<file path="config.mk">
export PLATFORM = sky130hd
export DESIGN_NAME = scan_sequencer_flat
export DESIGN_NICKNAME = d
export VERILOG_FILES = /design/src/rtl/scan_sequencer_if.sv /design/src/rtl/scan_sequencer.sv /design/src/flat_wrapper.sv
export SDC_FILE = /design/constraint.sdc
export NUM_CORES = 1
export LEC_CHECK = 0
export BUFFER_PORTS_ARGS = -buffer_cell sky130_fd_sc_hd__buf_2
export CAP_MARGIN = 20
export CORE_MARGIN = 1.5
export CORE_UTILIZATION = 53
export CTS_CLUSTER_DIAMETER = 80
export DETAILED_ROUTE_END_ITERATION = 16
export PLACE_DENSITY = 0.83
export SLEW_MARGIN = 0
export SYNTH_ARGS = -nofsm -noshare
export SYNTH_HDL_FRONTEND = slang
export SYNTH_SLANG_ARGS = --single-unit
</file>
<file path="constraint.sdc">
create_clock -name clk -period 3 [get_ports clk]
set_input_delay 0.15 -clock clk [delete_from_list [all_inputs] [get_ports clk]]
set_output_delay 0.15 -clock clk [all_outputs]
set_load 0.1 [all_outputs]
</file>
<file path="src/rtl/scan_sequencer_if.sv">
// scan_sequencer_if: bundle of run controls (enable, dwell, slot_mask) and decoder drive (a, select, slot_done, frame_done)
interface scan_sequencer_if #(parameter int DWELL_W = 8);
  logic enable;
  logic [DWELL_W-1:0] dwell;
  logic [3:0] slot_mask;
  logic [1:0] a;
  logic select;
  logic slot_done;
  logic frame_done;
  modport master(output enable, dwell, slot_mask, input a, select, slot_done, frame_done);
  modport slave(input enable, dwell, slot_mask, output a, select, slot_done, frame_done);
endinterface

</file>
<file path="src/rtl/scan_sequencer.sv">
// scan_sequencer: steps masked slots 0..3 with blanking+dwell, driving decoder code a/select; ports clk, rst, bus (enable, dwell, slot_mask in; a, select, slot_done, frame_done out)
module scan_sequencer #(
  parameter int DWELL_W = 8,
  parameter int BLANK_CYCLES = 2
) (
  input logic clk,
  input logic rst,
  scan_sequencer_if.slave bus
);
  localparam int BW = $clog2(BLANK_CYCLES + 1);
  localparam logic [BW-1:0] B_LAST = BW'(BLANK_CYCLES - 1);
  typedef enum logic [1:0] {IDLE, BLANK, ACTIVE} state_t;
  state_t state, state_n;
  logic [1:0] slot, slot_n, nxt, nxt_n, a, a_n, low;
  logic [2:0] nx;
  logic [BW-1:0] bcnt, bcnt_n;
  logic [DWELL_W-1:0] dcnt, dcnt_n, dwell_eff;
  logic select, select_n, slot_done, done_n, frame_done, frame_n;
  function automatic logic [1:0] code(input logic [1:0] s);
    return {~s[0], ^s};
  endfunction
  function automatic logic [1:0] lowest(input logic [3:0] m);
    logic [1:0] r;
    r = '0;
    for (int i = 3; i >= 0; i--) if (m[i]) r = 2'(i);
    return r;
  endfunction
  function automatic logic [2:0] next_after(input logic [3:0] m, input logic [1:0] c);
    logic [2:0] r;
    logic [1:0] idx;
    r = {1'b1, c};
    for (int i = 3; i >= 1; i--) begin
      idx = c + 2'(i);
      if (m[idx]) r = {idx <= c, idx};
    end
    return r;
  endfunction
  assign low = lowest(bus.slot_mask);
  assign dwell_eff = (bus.dwell == '0) ? DWELL_W'(1) : bus.dwell;
  always_comb begin
    state_n = state;
    slot_n = slot;
    a_n = a;
    bcnt_n = bcnt;
    dcnt_n = dcnt;
    unique case (state)
      IDLE:
        if (bus.enable && |bus.slot_mask) begin
          state_n = BLANK;
          slot_n = low;
          a_n = code(low);
          bcnt_n = '0;
        end
      BLANK:
        if (!bus.enable) begin
          state_n = IDLE;
          slot_n = '0;
        end else if (bcnt == B_LAST) begin
          state_n = ACTIVE;
          dcnt_n = dwell_eff;
        end else bcnt_n = bcnt + BW'(1);
      ACTIVE:
        if (!bus.enable || (dcnt == DWELL_W'(1) && bus.slot_mask == '0)) begin
          state_n = IDLE;
          slot_n = '0;
        end else if (dcnt == DWELL_W'(1)) begin
          state_n = BLANK;
          slot_n = nxt;
          a_n = code(nxt);
          bcnt_n = '0;
        end else dcnt_n = dcnt - DWELL_W'(1);
      default: state_n = IDLE;
    endcase
    select_n = state_n == ACTIVE;
    done_n = select_n && dcnt_n == DWELL_W'(1);
    // successor is latched with the done pulse so frame_done always matches the slot actually taken next
    nx = next_after(bus.slot_mask, slot_n);
    frame_n = done_n && nx[2];
    nxt_n = done_n ? nx[1:0] : nxt;
  end
  always_ff @(posedge clk) begin
    if (rst) begin
      state <= IDLE;
      slot <= '0;
      nxt <= '0;
      a <= 2'b10;
      select <= 1'b0;
      slot_done <= 1'b0;
      frame_done <= 1'b0;
      bcnt <= '0;
      dcnt <= '0;
    end else begin
      state <= state_n;
      slot <= slot_n;
      nxt <= nxt_n;
      a <= a_n;
      select <= select_n;
      slot_done <= done_n;
      frame_done <= frame_n;
      bcnt <= bcnt_n;
      dcnt <= dcnt_n;
    end
  end
  assign bus.a = a;
  assign bus.select = select;
  assign bus.slot_done = slot_done;
  assign bus.frame_done = frame_done;
endmodule

</file>
<file path="src/flat_wrapper.sv">
// flat-port wrapper written by rule: the top's interface ports become plain ports
module scan_sequencer_flat 
#(
  parameter int DWELL_W = 8,
  parameter int BLANK_CYCLES = 2
)
  (clk, rst, bus_enable, bus_dwell, bus_slot_mask, bus_a, bus_select, bus_slot_done, bus_frame_done);
  scan_sequencer_if #(.DWELL_W(DWELL_W)) bus_i ();
  input logic clk;
  input logic rst;
  input wire logic [$bits(bus_i.enable)-1:0] bus_enable;
  input wire logic [$bits(bus_i.dwell)-1:0] bus_dwell;
  input wire logic [$bits(bus_i.slot_mask)-1:0] bus_slot_mask;
  output wire logic [$bits(bus_i.a)-1:0] bus_a;
  output wire logic [$bits(bus_i.select)-1:0] bus_select;
  output wire logic [$bits(bus_i.slot_done)-1:0] bus_slot_done;
  output wire logic [$bits(bus_i.frame_done)-1:0] bus_frame_done;
  assign bus_i.enable = bus_enable;
  assign bus_i.dwell = bus_dwell;
  assign bus_i.slot_mask = bus_slot_mask;
  assign bus_a = bus_i.a;
  assign bus_select = bus_i.select;
  assign bus_slot_done = bus_i.slot_done;
  assign bus_frame_done = bus_i.frame_done;
  scan_sequencer #(.DWELL_W(DWELL_W), .BLANK_CYCLES(BLANK_CYCLES)) u_core (.clk(clk), .rst(rst), .bus(bus_i));
endmodule
</file>
# After elaboration in Yosys (flattened, before gate mapping)
# Index checks and enable logic that the tools add are counted.
[op_classes]
bitwise_logic = 2
n_eq_ne = 11
addsub = 5
n_reduce_logical = 16
magnitude_cmp = 6
mux = 40
[ops]
columns = ["op", "count"]
rows = [
  ["2-to-1 mux 2 bit", 21],
  ["2-to-1 mux 8 bit", 5],
  ["case mux 2 bit (3 select lines)", 3],
  ["equality test 8 x 1 -> 1 bit, second input constant", 2],
  ["case mux 8 bit (2 select lines)", 1],
  ["less-than comparator 2 x 3 -> 1 bit, second input constant", 3],
  ["2-to-1 mux 3 bit", 3],
  ["logical NOT 8 bit", 1],
  ["subtractor 8 x 1 -> 8 bit, second input constant", 1],
  ["binary-select mux 1 bit (select 2 bit)", 3],
  ["less-or-equal comparator 2 bit", 3],
  ["!= test 2 bit, second input constant", 3],
  ["AND reduction 6 bit", 1],
  ["adder 2 x 1 -> 2 bit, second input constant", 2],
  ["adder 2 bit, second input constant", 2],
  ["equality test 2 x 1 -> 1 bit, second input constant", 2],
  ["equality test 2 bit, second input constant", 2],
  ["logical AND 1 bit", 4],
  ["logical NOT 4 bit", 1],
  ["!= test 2 x 1 -> 1 bit, second input constant", 2],
  ["case mux 2 bit (2 select lines)", 1],
  ["AND reduction 4 bit", 1],
  ["OR reduction 4 bit", 1],
  ["parity 2 bit", 2],
  ["other kinds (7)", 10],
]
[word_totals]
output_inout_bits = 5
word_cells = 89
inputBits = 15
regBits = 21

# Longest topological paths before layout
[depth]
depth_word = 13
ltp_mapped = 14
depth_no_buf = 13

# Worst setup path after synthesis
# No wires, ideal clock.
[synth_timing]
kind = "reg-to-reg"
start = "register u_core.dcnt[1]"
end = "register u_core.nxt[0]"
slack_ns = -0.354
setup_time_ns = 0.120
synth_period_minus_slack_ns = 3.354
path_buffers = 2
required_time_ns = 2.880
arrival_time_ns = 3.235
path_stages_with_launch = 15
path_cell_list = "dfxtp_1 inv_1 ha_1 or3b_2 or4_4 a21oi_2 a21o_1 buf_6 ha_1 clkbuf_1 and2_1 o211ai_1 o31a_1 o221ai_1 o31a_1"
[synth_via]
elab_chain_cells = 11
word_cells_on_any_way = 30
cone_classes = "4 x add/sub; 3 x eq/ne; 20 x mux; 3 x reduce/logical"
[synth_lines]
columns = ["element", "line_no", "text"]
rows = [
  ["from (decl)", "scan_sequencer.sv:17", "logic [DWELL_W-1:0] dcnt, dcnt_n, dwell_eff;"],
  ["from (signal assigned)", "scan_sequencer.sv:101", "dcnt <= dcnt_n;"],
  ["equality test 8 x 1 -> 1 bit *", "scan_sequencer.sv:63, scan_sequencer.sv:66", ""],
  ["logical AND 1 bit", "scan_sequencer.sv:63", "if (!bus.enable || (dcnt == DWELL_W'(1) && bus.slot_mask == '0)) begin"],
  ["logical OR 1 bit", "scan_sequencer.sv:63", ""],
  ["2-to-1 mux 2 bit *", "scan_sequencer.sv:63", ""],
  ["case mux 2 bit (3 select lines) *", "scan_sequencer.sv:46", "unique case (state)"],
  ["net u_core.slot_n[1]", "scan_sequencer.sv:14", "logic [1:0] slot, slot_n, nxt, nxt_n, a, a_n, low;"],
  ["adder 2 bit", "scan_sequencer.sv:33", "idx = c + 2'(i);"],
  ["binary-select mux 1 bit (select 2 bit)", "scan_sequencer.sv:34", "if (m[idx]) r = {idx <= c, idx};"],
  ["2-to-1 mux 1 bit (not written as such)", "scan_sequencer.sv:34", ""],
  ["2-to-1 mux 3 bit (2 in a row)", "scan_sequencer.sv:34", ""],
  ["2-to-1 mux 3 bit *", "scan_sequencer.sv:34", ""],
  ["to (signal assigned)", "scan_sequencer.sv:95", "nxt <= nxt_n;"],
  ["to (decl)", "scan_sequencer.sv:14", ""],
]
# The timed path passes the listed nets; every way through them passes the cells marked *. The select of a mux whose other input is x is not followed.
# A chain may end at the register's enable or synchronous reset.

# Worst setup path in the final report
[layout_timing]
start = "register u_core.dcnt[1]"
end = "register u_core.nxt[0]"
[layout_via]
elab_chain_cells = 11
word_cells_on_any_way = 30
cone_classes = "4 x add/sub; 3 x eq/ne; 20 x mux; 3 x reduce/logical"
[layout_lines]
columns = ["element", "line_no"]
rows = [
  ["equality test 8 x 1 -> 1 bit", "scan_sequencer.sv:63, scan_sequencer.sv:66"],
  ["logical AND 1 bit", "scan_sequencer.sv:63"],
  ["logical OR 1 bit", "scan_sequencer.sv:63"],
  ["2-to-1 mux 2 bit", "scan_sequencer.sv:63"],
  ["case mux 2 bit (3 select lines)", "scan_sequencer.sv:46"],
  ["adder 2 bit", "scan_sequencer.sv:33"],
  ["binary-select mux 1 bit (select 2 bit)", "scan_sequencer.sv:34"],
  ["2-to-1 mux 1 bit (not written as such)", "scan_sequencer.sv:34"],
  ["2-to-1 mux 3 bit (3 in a row)", "scan_sequencer.sv:34"],
]
# Several ways; a longest one is shown, not always the timed one. The select of a mux whose other input is x is not followed.

==> qor.yml <==
finClkSkew_ns: 0.00973
muxShareOfSynthArea_pct: 5.48
min_path_type: "input pin to flop"
grt_antenna_before_repair: 0
die_h_um: 63.1
setup_violations: 0
p_seq_share_pct: 44.3
cts_root_buf: "clkbuf_4"
clock_latency_ns: 0.31
viasPerCell: 6.42
yosys_warnings: 0
synthXorXnorAreaFrac_pct: 0.457
synth_cell_types: 70
die_area_um2: 3990
cap_violations: 0
synth_seq_cells: 21
nets: 286
cts_inserted_buffers: 3
htree_levels: 1
ant_nets: 0
endpoint_kind: "flop"
cts_tree: "yes"
grt_pass1_wl_mm: 8.33
slowest_delay_ns: 0.44
drt-wirelength-per-cell_um: 16.0
synth_top_cell_area_share_pct: 21.9
routed-via-count: 1971
synth_common_cells: "nand2_1 (23), nor2_1 (22), dfxtp_1 (21)"
cts_buffer_depth: 2
synth_nets: 265
critical_path_class: "flop to flop"
drive_above_1_share_pct: 26.8
cp_common_cell: "o31a_1"
dp_hpwl_mm: 3.56
relSlewSlack_pct: 67.8
synthCells: 241
core_area_um2: 3420
finalCritPeriodShare_pct: 96.9
clkSinkCount: 21
arrival_ns: 3.12
grt_setup_unrepaired: "false"
crit_required_ns: 3.21
tns_ns: 0
globalplace.congestion: 0.905
place_area_um2: 2100
num_antenna_cells: 0
drt_iter0_drc: 194
path_clk_slew_ns: 0.13
slew_viol_final: 0
synth-simple-area-share_pct: 27.0
yosysSeqAreaShare_pct: 21.9
grt_overflow: 0
firstDrtPassIters: 4
critPathMaxFanout: 6
worstSetupStartpointType: "flop"
netlist_area_um2: 1920
total_power_mw: 0.650
final_area_um2: 2170
ctsHoldBuffers: 0
async_flop_share_pct: 0
boundaryPins: 20
synth_top_family_by_area: "compound AO/OA/AOI/OAI gates"
track_usage_pct: 26.0
synthTopCellsByArea: "dfxtp_1 (22%), ha_1 (5.9%), a21oi_1 (4.7%)"
clock_power_share_pct: 21.5
worstPathCellList: "inv_2 > ha_1 > or3b_4 > or4_4 > a21oi_2 > a21o_1 > ha_4 > and2_4 > o211ai_1 > o31a_1 > o221ai_1 > o31a_1"
grt_pass1_vias: 1818
grt_max_degree: 20
holdPathStages: 2
whs_ns: 0.222
combPwrFrac_pct: 34.2
drc_errors: 0
min_period_ns: 2.91
vdd_drop_max_uv: 238
slowest_stage: "or4_4"
synthAdderAreaFrac_pct: 5.87
outcome: "complete, no violations"
hold_viol_final: 0
synth_top_area_cell: "dfxtp_1"
leakagePower_nw: 0.845
totalWireLength_mm: 4.92
r2r_cells: 12
synth_compound_area_share_pct: 31.7
synth_flop_cell: "dfxtp_1"
syn_avg_cell_area_um2: 7.95
synth_edf_count: 0
port_buffers: 19
swShare_pct: 35.2
initial_utilization_pct: 56.1
max_freq_mhz: 344
p_sw_mw: 0.229
area_growth_pct: 13.0
power.density_nw_per_um2: 300
die_x_um: 63.1
power.internal_mw: 0.421
synth.most_common_cell: "nand2_1"
std_cell_rows: 21
worstMarginPinSlew_ns: 0.486
## power groups by stage
stage / registers (mW) / clock network, mW / logic [mW]
after floorplan: 0.314 / 0 / 0.147
after global placement: 0.296 / 0 / 0.205
after detailed placement: 0.296 / 0 / 0.211
after CTS: 0.290 / 0.143 / 0.212
after global routing: 0.289 / 0.157 / 0.244
final: 0.288 / 0.140 / 0.222
## what timing repair did
| action | in CTS | in global routing |
|---|---|---|
| buffers inserted | 0 | 2 |
| resized for setup | 0 | 11 |
| setup endpoints to repair | 0 | 3 |
## routing by layer
layer	up-vias	share of wire, %	track usage (%)	wire [µm]
met1	937	45	36.0	2220
met3	8	7.0	3.39	344
met4	0	1.3	7.50	65
met2	80	46	42.0	2290
met5	-	0	0	0
li1	946	-	-	-
## cell usage in the layout, fill, tap and decap left out, types with 4 or more instances in the layout
master / n
a221oi_1: 4
nor3_1: 8
nand2_1: 23
a21oi_1: 16
o21ai_0: 7
buf_2: 19
nor2_1: 22
mux2i_1: 6
dfxtp_1: 17
buf_4: 13
nand3_1: 5
a211oi_1: 4
ha_1: 8
nor2b_1: 4
inv_1: 12
## layout make-up
class | instances | area [µm²]
multi-input combinational | 188 | 1390
fill | 327 | 1250
sequential | 21 | 430
timing repair buffer | 33 | 198
inverter | 15 | 61.3
tap | 46 | 57.6
clock buffer | 4 | 26.3
## stage by stage
stage / setup WS [ns] / util (%) / instances
after floorplan: -0.00592 / - / 241
after global placement: 0.113 / 61.4 / 301
after detailed placement: 0.0693 / 61.4 / 301
after CTS: 0.0639 / 62.1 / 305
after global routing: 0.00536 / 63.4 / 307
final: 0.0916 / 63.4 / 307
## final timing paths
| kind | from | end | slack, ns |
|---|---|---|---|
| min | rst | u_core.slot[0]$_SDFF_PP0_ | 0.22 |
| min reg2reg | u_core.bcnt[1]$_SDFFE_PP0P_ | u_core.bcnt[1]$_SDFFE_PP0P_ | 0.51 |
| max reg2reg | u_core.dcnt[1]$_SDFF_PP0_ | u_core.nxt[0]$_SDFFE_PP0P_ | 0.09 |
| max | u_core.dcnt[1]$_SDFF_PP0_ | u_core.nxt[0]$_SDFFE_PP0P_ | 0.09 |
## kinds of logic after synthesis
group,count (synthesis)
muxes,9
AOI/OAI and AO/OA,77
and+or+nand+nor,92
DFF,21
buffers and inverters,32
adders and majority gates,9
xor gates and xnor gates,1
## registers in the layout (all words and copies together), names as in the netlist
register               flops
u_core.bus.select          1
u_core.bus.slot_done       1
u_core.bus.frame_done      1
u_core.bus.a               2
u_core.nxt                 2
u_core.dcnt                8
u_core.state               2
u_core.slot                2
u_core.bcnt                2
## critical path, delay by kind of cell (launching register included)
family / cells / cell delay [ns]
compound gates: 6 / 0.96
fa+ha+maj: 2 / 0.42
buf+inv: 1 / 0.07
flops: 1 / 0.36
simple gates: 3 / 1.01
No activity file was read; power rests on OpenSTA's default activity.
